**src/rtl/synth_pkg.sv**
```systemverilog
// Shared synthesizer output-stage definitions: DAC frame geometry, offset-binary constant and serializer FSM states.
package synth_pkg;

    localparam int DAC_SAMPLE_W = 24;
    localparam int DAC_FRAME_W  = 24;
    localparam int DAC_DATA_W   = 16;
    localparam int DAC_BITCNT_W = $clog2(DAC_FRAME_W);

    localparam logic [7:0]            DAC_CTRL_BYTE = 8'h00;
    localparam logic [DAC_DATA_W-1:0] DAC_OFFSET    = 16'h8000;

    typedef enum logic [1:0] {
        DAC_IDLE,
        DAC_LOAD,
        DAC_SHIFT
    } dac_state_t;

    // Two's-complement to offset-binary: flipping the sign bit adds 32768.
    function automatic logic [DAC_DATA_W-1:0] to_offset_binary(input logic [DAC_DATA_W-1:0] v);
        return v ^ DAC_OFFSET;
    endfunction

endpackage

```
**src/rtl/dac_sample_formatter.sv**
```systemverilog
// Converts the signed mixed sample to 16-bit offset-binary DAC data (window [SHIFT+15:SHIFT]).
// Optional clipping of out-of-range samples is enabled with the DAC_SATURATE_EN macro; otherwise overflow wraps.
module dac_sample_formatter
    import synth_pkg::*;
#(
    parameter int SHIFT = 3
) (
    input  logic signed [DAC_SAMPLE_W-1:0] i_sample,
    output logic        [DAC_DATA_W-1:0]   o_data
);

    logic signed [DAC_SAMPLE_W-1:0] w;

    assign w = i_sample >>> SHIFT;

`ifdef DAC_SATURATE_EN
    localparam logic signed [DAC_SAMPLE_W-1:0] W_MAX = 24'sd32767;
    localparam logic signed [DAC_SAMPLE_W-1:0] W_MIN = -24'sd32768;

    // NOTE: every output of a combinational block gets a default on entry so no path can infer a latch.
    always_comb begin
        o_data = to_offset_binary(w[DAC_DATA_W-1:0]);
        if (w > W_MAX) begin
            o_data = '1;
        end else if (w < W_MIN) begin
            o_data = '0;
        end
    end
`else
    logic unused_w_upper;

    assign o_data         = to_offset_binary(w[DAC_DATA_W-1:0]);
    assign unused_w_upper = ^w[DAC_SAMPLE_W-1:DAC_DATA_W];
`endif

endmodule

```
**src/rtl/dac_frame_serializer.sv**
```systemverilog
// Sample-rate timebase plus SPI shifter feeding a DAC8551-style converter with {ctrl byte, 16-bit data} frames.
// Build option: DAC_SATURATE_EN (clip instead of wrap in dac_sample_formatter).
module dac_frame_serializer
    import synth_pkg::*;
#(
    parameter int CLK_DIV       = 2,
    parameter int SAMPLE_PERIOD = 1134,
    parameter int SHIFT         = 3
) (
    input  logic                           i_clk,
    input  logic                           i_reset,
    input  logic signed [DAC_SAMPLE_W-1:0] i_sample,
    output logic                           o_sample_strobe,
    output logic                           o_dac_sync_n,
    output logic                           o_dac_sclk,
    output logic                           o_dac_din,
    output logic                           o_busy
);

    localparam int TB_W = $clog2(SAMPLE_PERIOD);
    localparam int PH_W = (CLK_DIV > 1) ? $clog2(CLK_DIV) : 1;

    if (CLK_DIV < 1) begin : g_bad_clk_div
        $error("dac_frame_serializer: CLK_DIV must be >= 1");
    end
    if (SAMPLE_PERIOD < 48 * CLK_DIV + 4) begin : g_bad_period
        $error("dac_frame_serializer: SAMPLE_PERIOD too short for one frame");
    end
    if (SHIFT < 0 || SHIFT > 8) begin : g_bad_shift
        $error("dac_frame_serializer: SHIFT must be 0..8");
    end

    logic [TB_W-1:0]         tb_cnt;
    dac_state_t              state;
    logic [DAC_BITCNT_W-1:0] bit_cnt;
    logic [PH_W-1:0]         ph_cnt;
    logic signed [DAC_SAMPLE_W-1:0] sample_q;
    logic [DAC_FRAME_W-1:0]  frame_q;
    logic [DAC_DATA_W-1:0]   fmt_data;
    logic [DAC_FRAME_W-1:0]  frame_next;

    dac_sample_formatter #(
        .SHIFT (SHIFT)
    ) u_formatter (
        .i_sample (sample_q),
        .o_data   (fmt_data)
    );

    assign frame_next = {DAC_CTRL_BYTE, fmt_data};

    // Strobe is registered one count early so it is high exactly while tb_cnt == SAMPLE_PERIOD-1.
    // NOTE: state registers use non-blocking assignments so every flop samples pre-edge values.
    always_ff @(posedge i_clk) begin
        if (i_reset) begin
            tb_cnt          <= '0;
            o_sample_strobe <= 1'b0;
        end else begin
            tb_cnt          <= (tb_cnt == TB_W'(SAMPLE_PERIOD - 1)) ? '0 : tb_cnt + 1'b1;
            o_sample_strobe <= (tb_cnt == TB_W'(SAMPLE_PERIOD - 2));
        end
    end

    // NOTE: pure datapath registers carry no reset; the FSM guarantees they are written before being used.
    always_ff @(posedge i_clk) begin
        if (state == DAC_IDLE && o_sample_strobe) begin
            sample_q <= i_sample;
        end
        if (state == DAC_LOAD) begin
            frame_q <= frame_next;
        end
    end

    always_ff @(posedge i_clk) begin
        if (i_reset) begin
            state        <= DAC_IDLE;
            bit_cnt      <= '0;
            ph_cnt       <= '0;
            o_dac_sync_n <= 1'b1;
            o_dac_sclk   <= 1'b1;
            o_dac_din    <= 1'b0;
            o_busy       <= 1'b0;
        end else begin
            case (state)
                DAC_IDLE: begin
                    if (o_sample_strobe) begin
                        state <= DAC_LOAD;
                    end
                end

                DAC_LOAD: begin
                    state        <= DAC_SHIFT;
                    bit_cnt      <= DAC_BITCNT_W'(DAC_FRAME_W - 1);
                    ph_cnt       <= '0;
                    o_dac_sync_n <= 1'b0;
                    o_dac_sclk   <= 1'b1;
                    o_dac_din    <= frame_next[DAC_FRAME_W-1];
                    o_busy       <= 1'b1;
                end

                DAC_SHIFT: begin
                    if (ph_cnt == PH_W'(CLK_DIV - 1)) begin
                        ph_cnt <= '0;
                        if (o_dac_sclk) begin
                            o_dac_sclk <= 1'b0;
                        end else if (bit_cnt == '0) begin
                            state        <= DAC_IDLE;
                            o_dac_sync_n <= 1'b1;
                            o_dac_sclk   <= 1'b1;
                            o_dac_din    <= 1'b0;
                            o_busy       <= 1'b0;
                        end else begin
                            // Next bit is presented on the rising edge, leaving the whole low phase stable.
                            o_dac_sclk <= 1'b1;
                            bit_cnt    <= bit_cnt - 1'b1;
                            o_dac_din  <= frame_q[bit_cnt-1'b1];
                        end
                    end else begin
                        ph_cnt <= ph_cnt + 1'b1;
                    end
                end

                default: begin
                    state <= DAC_IDLE;
                end
            endcase
        end
    end

endmodule

```
**config.mk**
```make
export PLATFORM = sky130hd
export DESIGN_NAME = dac_frame_serializer
export DESIGN_NICKNAME = d
export VERILOG_FILES = /design/src/rtl/synth_pkg.sv /design/src/rtl/dac_sample_formatter.sv /design/src/rtl/dac_frame_serializer.sv
export SDC_FILE = /design/constraint.sdc
export NUM_CORES = 1
export LEC_CHECK = 0
export CORE_UTILIZATION = 54
export DETAILED_ROUTE_END_ITERATION = 7
export GPL_ROUTABILITY_DRIVEN = 0
export GPL_TIMING_DRIVEN = 0
export PLACE_DENSITY = 0.87
export SETUP_SLACK_MARGIN = 0.4
export SLEW_MARGIN = 25
export SYNTH_ARGS = -nofsm -noshare
export SYNTH_HDL_FRONTEND = slang
export SYNTH_SLANG_ARGS = --single-unit
```
**constraint.sdc**
```tcl
create_clock -name i_clk -period 2.2 [get_ports i_clk]
set_input_delay 0.22 -clock i_clk [delete_from_list [all_inputs] [get_ports i_clk]]
set_output_delay 0.22 -clock i_clk [all_outputs]
set_load 0.02 [all_outputs]
```
==> impl_metrics.csv, run 1 <==
group,metric,value,unit
run_status,status,"completed",
cts,clock_sinks,56,
cts,htree_levels,2,
cts,numCtsBuffers,5,
sta,finalHoldViolCount,0,
floorplan,die_x,67.19,um
cts,cts.clk_slew.worst_paths,0.11,ns
routing,drc_errors,0,
floorplan,ioPinCount,31,
cts,cts_tree,"done",
sta,period_share,78.71,%
placed_design,numPortBuffers,22,
grt,grt_max_degree,21,
synth,yosysWarnings,0,
synth,ys_async_sr_fraction,0,%
sta,maxSlewHeadroom,54.12,%
critical_path,reg2reg_depth,7,
flow_run,maxCapViolCount,0,
synth,synth_seq_area_share,62.81,%
synth,yosys-top-cells-area,"edfxtp_1 (42%), dfxtp_1 (21%), mux4_1 (4.6%)",
critical_path,cp_max_fo,7,
placed_design,placedCellCount,242,
synth,yosys.area.top_type,"edfxtp_1",
synth,synth_edf_count,32,
cells_and_area,final_cells,252,
synth,synth_seq_cells,56,
cts,clockBufferDepth,2,
hold_path,hold_path_end,"frame_q[2]",
critical_path,start_kind,"flop",
routing,ant_nets,0,
hold_path,worstHoldPathCells,0,
synth,synth_most_common_cell,"edfxtp_1",
synth,ys.flop_type,"edfxtp_1",
cells_and_area,fill_cells,296,
critical_path,cp_slowest_stage_delay,0.43,ns
sta,fin_skew,0.01454,ns
floorplan,die-area,4514,sq um
floorplan,core_area,4029,sq um
floorplan,die_height,67.19,um
routing,viasPerCell,5.563,
synth,synth.avg_cell_area,13.50,sq um
grt,grt_pass1_wl,5.506,mm
routing,vias,1402,
critical_path,crit_type,"reg2reg",
cells_and_area,final_nets,235,
placed_design,place_area,2577,sq um
critical_path,critical_path_required,2.40,ns
cells_and_area,postLayoutCoreUtil,67.70,%
critical_path,rr_startpoint,"bit_cnt[0]",
synth,synth_commonest_cells,"edfxtp_1 (32), dfxtp_1 (24), nor2_1 (12)",
hold_path,hp-class,"reg2reg",
routing,drt_iter0_markers,95,
cts,cts_root_buf,"clkbuf_8",
sta,finalSetupTns,0,ns
cells_and_area,stdcell_area,2728,sq um
sta,drv_slew,0,
placed_design,dp_hpwl,2.469,mm
floorplan,row_count,23,
sta,max_freq,577.5,MHz
cts,clock_latency,0.32,ns
synth,syn_area,2295,sq um
routing,first_pass_iters,4,
grt,gr-total-overflow,0,
sta,setup_viol,0,
sta,worstMarginPinSlew,0.6882,ns
synth,synth_top_cell_area_share,41.88,%
cells_and_area,areaGrowthSynthToFinish,18.87,%
synth,syn_nets,204,
cells_and_area,n_antenna_cell,0,
grt,antenna_found_initial,0,
power,power_density,944.5,nW/um^2
critical_path,r2r_slack,0.47,ns
synth,syn_inst,170,
critical_path,crit_buf_inv,2,
sta,rsz0062_at_grt,"false",
critical_path,slowest_stage,"or3b_4",
critical_path,path_delay_family,"compound AO/OA/AOI/OAI gates",
cts,cts_hold_buf,0,
cells_and_area,drive_above_1_share,9.901,%
sta,fin_crit,1.732,ns
grt,first_global_vias,1264,
power,ir_drop,559.6,uV
critical_path,worstPathCellList,"buf_6, inv_2, ha_4, or3b_4, o31a_1, o21ai_1, a21oi_1",
synth,synth_cell_type_count,39,
floorplan,initial_core_util,56.96,%
routing,wl,3.522,mm
critical_path,cp-end-kind,"flop",
hold_path,holdCritStartpoint,"sample_q[5]",
power,p_leak,0.0009831,uW
critical_path,crit_arrival,1.93,ns
grt,grt_usage,17.42,%
routing,wire_per_inst,13.98,um
critical_path,r2r_end,"state[1]",
[cell type report]
cell class	instances	area [sq um]	share of cell area [%]
plain buffers	4	23.77	0.8716
well taps	50	62.56	2.294
repair buffers	24	235.2	8.624
clock inverters	3	27.53	1.009
multi-input cells	99	827.0	30.32
clock buffers	5	68.82	2.523
flip-flops and latches	56	1441	52.84
inverters	11	41.29	1.514
[layer usage]
| layer | share of wire, % | track usage, % | vias to the layer above |
|---|---|---|---|
| met5 | 0 | 0 | - |
| met4 | 1.6 | 8.511 | 0 |
| met3 | 5.5 | 6.081 | 6 |
| met2 | 49 | 28.00 | 41 |
| met1 | 44 | 20.76 | 669 |
| li1 | - | - | 686 |
[kinds of logic (layout without fill, tap and decap cells)]
logic type | count (synthesis) | in the layout | share of synthesized area [%]
buffers and inverters | 15 | 47 | 2.835
muxes | 8 | 8 | 6.379
and+or+nand+nor | 48 | 48 | 12.54
DFF | 56 | 56 | 62.81
xor gates and xnor gates | 11 | 11 | 4.199
AOI/OAI and AO/OA | 24 | 24 | 6.871
adders and majority gates | 8 | 8 | 4.362
[worst max path at each step]
stage          startpoint         end  cells after the start
2_1_floorplan    state[1]   o_dac_din                      5
3_3_place_gp     state[1]  bit_cnt[1]                      5
3_5_place_dp     state[1]  bit_cnt[1]                      5
4_1_cts        bit_cnt[0]    state[1]                      7
5_1_grt        bit_cnt[0]    state[1]                      7
6_report       bit_cnt[0]    state[1]                      7
[layout by cell type (no fill, tap or decap), types with 2 or more instances in the layout]
master / synthesis / routed
a21oi_1: 7 / 7
a221oi_1: 2 / 2
and3_1: 3 / 3
and4_1: 2 / 2
buf_4: 0 / 2
clkbuf_1: 2 / 2
clkbuf_8: 0 / 5
clkdlybuf4s50_1: 0 / 22
dfxtp_1: 24 / 24
edfxtp_1: 32 / 32
ha_1: 8 / 6
ha_4: 0 / 2
inv_1: 11 / 10
mux2i_1: 3 / 3
mux4_1: 4 / 4
nand2_1: 3 / 3
nand2b_1: 7 / 7
nand3_1: 5 / 5
nand3b_1: 2 / 2
nand4_1: 3 / 3
nor2_1: 12 / 12
nor3_1: 4 / 4
o21ai_0: 6 / 4
o21ai_1: 0 / 2
xnor2_1: 2 / 2
xor2_1: 9 / 9
[power by group]
group          switching, uW  internal (uW)
Sequential              60.1           1210
Combinational            345            395
Clock                    337            234
Total                    742           1830
[stage by stage]
| step | setup slack, ns | power, uW | hold slack, ns |
|---|---|---|---|
| after global placement | 0.1233 | 1886 | 0.4025 |
| after detailed placement | 0.06571 | 1919 | 0.4045 |
| final | 0.4684 | 2576 | 0.4273 |
| after global routing | 0.4046 | 2698 | 0.4320 |
| after floorplan | 0.4547 | 1749 | 0.3189 |
| after CTS | 0.4165 | 2530 | 0.4283 |
[sequential cells by signal (all words and copies together) (netlist names)]
register / cells
bit_cnt: 5
frame_q: 16
o_busy: 1
o_dac_din: 1
o_dac_sclk: 1
o_dac_sync_n: 1
o_sample_strobe: 1
ph_cnt: 1
sample_q: 16
state: 2
tb_cnt: 11
[what timing repair did]
item	4_1_cts	5_1_grt
setup endpoints to repair	7	3
buffers inserted	0	2
resized for setup	6	3
pin swaps	0	1
(Power assumes the default switching activity.)
==> run 2, diff against run 1 <==
- clock period: 2.2 -> 1.71 ns (I/O delays scaled with it)
==> run 2 against run 1 <==
Effect of this change: the run now ends with setup timing left; die area unchanged; critical path depth is the same; total power rose by 44%; sequential share of layout area decreased by 5.7 points; combinational power increased by 73%; register-to-register slack worse by 0.49 ns; final area up 13%; sequential power up 31%; fmax down 0.14%; non-clock buffer count rose by 19; critical path type unchanged; largest cell class unchanged; largest power group unchanged.
==> impl_metrics.csv, run 2 (synthesis gave the netlist of run 1 again) <==
group,metric,value,unit
grt,top_usage_layer,"met2",
routing,drc_errors,0,
sta,fin_crit,1.734,ns
grt,gr-total-overflow,0,
floorplan,row_count,23,
floorplan,ioPinCount,31,
hold_path,hp-class,"in2reg",
placed_design,dp_hpwl,2.774,mm
placed_design,dp_slack,-0.01034,ns
cells_and_area,drive_above_1_share,36.04,%
routing,first_pass_iters,4,
cells_and_area,final_cell_mix,"edfxtp_1 (32), clkdlybuf4s50_1 (17), dfxtp_1 (16), buf_4 (16), xor2_1 (8)",
routing,wire_per_inst,17.68,um
cells_and_area,final_cells,272,
sta,fin_skew,0.005882,ns
floorplan,die-area,4514,sq um
routing,drt_iter0_markers,68,
cts,cts_root_buf,"clkbuf_8",
sta,rsz0062_at_grt,"true",
grt,use_met3,7.095,%
cells_and_area,n_antenna_cell,0,
critical_path,cp_max_fo,7,
cts,clock_latency,0.32,ns
power,power_density,1196,nW/um^2
power,p_leak,0.001119,uW
cells_and_area,areaGrowthSynthToFinish,34.84,%
critical_path,crit_arrival,1.96,ns
placed_design,placedCellCount,242,
floorplan,initial_core_util,56.96,%
sta,drv_slew,0,
cts,htree_levels,2,
sta,max_freq,576.7,MHz
grt,grt_pass1_wl,6.920,mm
floorplan,die_height,67.19,um
floorplan,die_x,67.19,um
flow_run,maxCapViolCount,0,
cts,numCtsBuffers,5,
run_status,failed_checks,"setup timing",
grt,antenna_found_initial,0,
routing,wl,4.809,mm
routing,ant_nets,0,
critical_path,cp-end-kind,"flop",
sta,worstMarginPinSlew,0.4345,ns
grt,grt_usage,21.86,%
placed_design,numPortBuffers,22,
cts,cts.clk_slew.worst_paths,0.10,ns
sta,period_share,101.4,%
cells_and_area,layout_commonest_cell,"edfxtp_1",
grt,grtUsageMet1,24.22,%
sta,fin_ws,-0.02400,ns
cts,clockBufferDepth,2,
cts,cts_hold_buf,0,
run_status,status,"finished, violations left",
cts,clock_sinks,56,
sta,setup_viol,3,
floorplan,core_area,4029,sq um
sta,finalSetupTns,-0.05234,ns
grt,grt_max_degree,21,
cts,cts_tree,"done",
power,ir_drop,818.8,uV
routing,vias,1545,
critical_path,crit_type,"reg2reg",
grt,use_met2,37.25,%
cells_and_area,top_regs,"frame_q x16, sample_q x16, tb_cnt x11",
sta,maxSlewHeadroom,70.99,%
routing,viasPerCell,5.680,
cells_and_area,final_nets,255,
cells_and_area,fill_cells,232,
sta,finalHoldViolCount,0,
grt,first_global_vias,1500,
critical_path,critical_path_required,1.93,ns
critical_path,start_kind,"flop",
==> run 2: final timing paths <==
kind / cells past startpoint / startpoint / to / slack, ns
max reg2reg: 7 / bit_cnt[0] / o_dac_din / -0.02
max: 7 / bit_cnt[0] / o_dac_din / -0.02
min reg2reg: 0 / sample_q[17] / frame_q[14] / 0.43
min: 1 / i_sample[11] / sample_q[11] / 0.40
==> run 2: cell type report <==
type / count / area [sq um] / share of cell area, %
Clock inverter: 3 / 28.78 / 0.9300
Timing Repair Buffer: 43 / 395.4 / 12.78
Buffer: 4 / 41.29 / 1.334
Clock buffer: 5 / 68.82 / 2.224
Multi-Input combinational cell: 100 / 994.7 / 32.15
Inverter: 11 / 43.79 / 1.415
Sequential cell: 56 / 1459 / 47.15
Tap cell: 50 / 62.56 / 2.022
==> run 2: repair_timing <==
item	CTS	global route
setup endpoints to repair	43	38
hold endpoints to repair	0	0
setup buffers	12	8
gates resized for setup	39	32
pin swaps	9	13
cloned	0	2
==> run 2: routing by layer <==
metal  wire, um  vias up
met5          0        -
met4         98        0
met3        225       12
met2       2538       49
met1       1946      756
li1           -      728
==> run 2: stage by stage <==
| step | hold slack (ns) | util [%] | total power, uW | area (sq um) |
|---|---|---|---|---|
| 2_1_floorplan | 0.2699 | - | 2316 | 2338 |
| 3_3_place_gp | 0.4011 | 65.06 | 2480 | 2621 |
| 3_5_place_dp | 0.4045 | 65.06 | 2557 | 2621 |
| 4_1_cts | 0.3937 | 72.17 | 3513 | 2908 |
| 5_1_grt | 0.3833 | 76.80 | 3869 | 3094 |
| 6_report | 0.3992 | 76.80 | 3700 | 3094 |
==> run 2: worst max-delay path, stage by stage, from the launching register on <==
cell     delay (ns)
dfxtp_2        0.34
buf_6          0.13
inv_4          0.04
ha_4           0.29
mux4_2         0.30
mux2i_1        0.20
mux2i_1        0.13
a32o_1         0.21
==> run 2: where the power goes <==
part | total [uW] | switching, uW | internal [uW]
logic | 1280 | 600 | 680
clock network | 764 | 455 | 310
registers | 1660 | 100 | 1560
==> run 3, diff against run 2 <==
- CORE_MARGIN: unset -> 4
- SETUP_SLACK_MARGIN: 0.4 -> 0.5
==> run 3 against run 2 <==
Effect of this change: the run still ends with setup timing left; count of clock-buffer cells in the layout rose by 1; sequential share of layout area fell by 0.40 points; first-iteration DRC count rose by 110%; die area rose by 19%; total power rose by 0.14%; final cell count rose by 0.37%; clock power fell by 9.7%; fmax fell by 3.0%; flip-flop and latch count did not move; critical path type unchanged; critical endpoint is now state[1]; largest power group unchanged.
==> impl_metrics.csv, run 3 (synthesis gave the netlist of run 1 again) <==
group,metric,value,unit
cells_and_area,postLayoutCoreUtil,77.24,%
cells_and_area,areaGrowthSynthToFinish,36.59,%
cells_and_area,stdcell_area,3134,sq um
floorplan,core_area,4058,sq um
floorplan,die_height,73.19,um
sta,fin_skew,0.01059,ns
routing,drt_iter0_markers,143,
sta,setup_viol,3,
grt,grt_max_degree,18,
sta,fin_crit,1.788,ns
cts,htree_levels,2,
cts,clock_latency,0.30,ns
run_status,failed_checks,"setup timing",
routing,wl,5.246,mm
routing,ant_nets,0,
grt,antenna_found_initial,0,
hold_path,hp-class,"in2reg",
cts,clock_sinks,56,
cts,clockBufferDepth,2,
run_status,status,"finished, violations left",
placed_design,place_area,2629,sq um
cts,cts_tree,"done",
grt,gr-total-overflow,0,
routing,wire_per_inst,19.22,um
sta,maxSlewHeadroom,70.39,%
critical_path,crit_arrival,1.97,ns
critical_path,critical_path_required,1.89,ns
sta,rsz0062_at_grt,"true",
cells_and_area,n_antenna_cell,0,
cts,cts_root_buf,"clkbuf_8",
floorplan,row_count,23,
critical_path,reg2reg_depth,7,
critical_path,cp_max_fo,6,
floorplan,initial_core_util,56.55,%
sta,period_share,104.5,%
routing,drc_errors,0,
sta,max_freq,559.4,MHz
floorplan,die_x,73.19,um
placed_design,numPortBuffers,22,
critical_path,cp-end-kind,"flop",
grt,grt_pass1_wl,7.762,mm
power,p_leak,0.001131,uW
critical_path,start_kind,"flop",
cts,numCtsBuffers,5,
cells_and_area,layout_commonest_cell,"edfxtp_1",
routing,first_pass_iters,4,
cells_and_area,final_cell_mix,"edfxtp_1 (32), buf_4 (18), clkdlybuf4s50_1 (17)",
grt,grt_usage,19.72,%
power,power_density,1182,nW/um^2
sta,worst_hold_slack,0.4128,ns
cells_and_area,drive_above_1_share,42.15,%
cells_and_area,final_nets,256,
power,ir_drop,606.9,uV
routing,viasPerCell,5.641,
cts,cts.clk_slew.worst_paths,0.10,ns
sta,finalHoldViolCount,0,
critical_path,crit_type,"reg2reg",
floorplan,die-area,5356,sq um
grt,first_global_vias,1633,
sta,drv_slew,0,
sta,fin_ws,-0.07776,ns
sta,worstMarginPinSlew,0.4435,ns
cells_and_area,fill_cells,215,
hold_path,worstHoldPathCells,1,
cells_and_area,top_regs,"frame_q x16, sample_q x16, tb_cnt x11",
routing,vias,1540,
flow_run,maxCapViolCount,0,
floorplan,ioPinCount,31,
placed_design,dp_hpwl,2.844,mm
## run 3: changes by cell type in the layout (fill, tap and decap cells not counted), moves of 3 or more
cell,before,now
nor2_4,5,2
dfxtp_2,5,10
nor2_2,4,7
dfxtp_1,16,11
## run 3: through the flow
stage / setup TNS (ns) / power, uW / instances / setup WS (ns)
CTS: 0 / 3480 / 266 / 0.008797
detailed placement: -0.02028 / 2561 / 242 / -0.02028
floorplan: 0 / 2317 / 170 / 0.1681
finish: -0.1458 / 3705 / 273 / -0.07776
global placement: 0 / 2485 / 242 / 0.05389
global route: -0.3359 / 3848 / 273 / -0.1075
## run 3: path summary, 6_finish.rpt
path           startpoint  slack, ns      endpoint
max            bit_cnt[0]      -0.08      state[1]
min          i_sample[16]       0.41  sample_q[16]
max reg2reg    bit_cnt[0]      -0.08      state[1]
min reg2reg  sample_q[10]       0.43    frame_q[7]
## run 3: repair_timing
item,in CTS,in global routing
pin swaps,21,11
resized for setup,45,40
hold buffers,0,0
endpoints found under the setup margin,44,52
buffers inserted,15,6
gates cloned,1,1
## run 3: layer usage
metal	vias to the layer above	track usage, %	routed length (um)
li1	725	-	-
met1	742	22.56	2041
met2	59	33.47	2773
met3	14	4.959	264
met4	0	10.86	167
met5	-	0	0
## run 3: final cells by class
| type | instances | area, sq um | area share (%) |
|---|---|---|---|
| inverter | 11 | 43.79 | 1.397 |
| clock buffer | 6 | 72.57 | 2.315 |
| clock inverter | 2 | 12.51 | 0.3992 |
| tap | 50 | 62.56 | 1.996 |
| sequential | 56 | 1465 | 46.75 |
| buffer | 4 | 42.54 | 1.357 |
| timing repair buffer | 45 | 425.4 | 13.57 |
| multi-input combinational | 99 | 1010 | 32.22 |
## run 3: report_power, final
| group | leakage (uW) | internal (uW) | switching [uW] |
|---|---|---|---|
| Combinational | 0.000601 | 727 | 638 |
| Sequential | 0.000488 | 1560 | 95.2 |
| Clock | 0.0000412 | 287 | 403 |
## run 3: worst max-delay path: stages, from the launching register on
cell and delay, ns:
dfxtp_2 0.33, buf_6 0.13, inv_4 0.06, ha_4 0.13, or3b_4 0.42, o31a_1 0.30, o21ai_1 0.20, a21oi_1 0.11
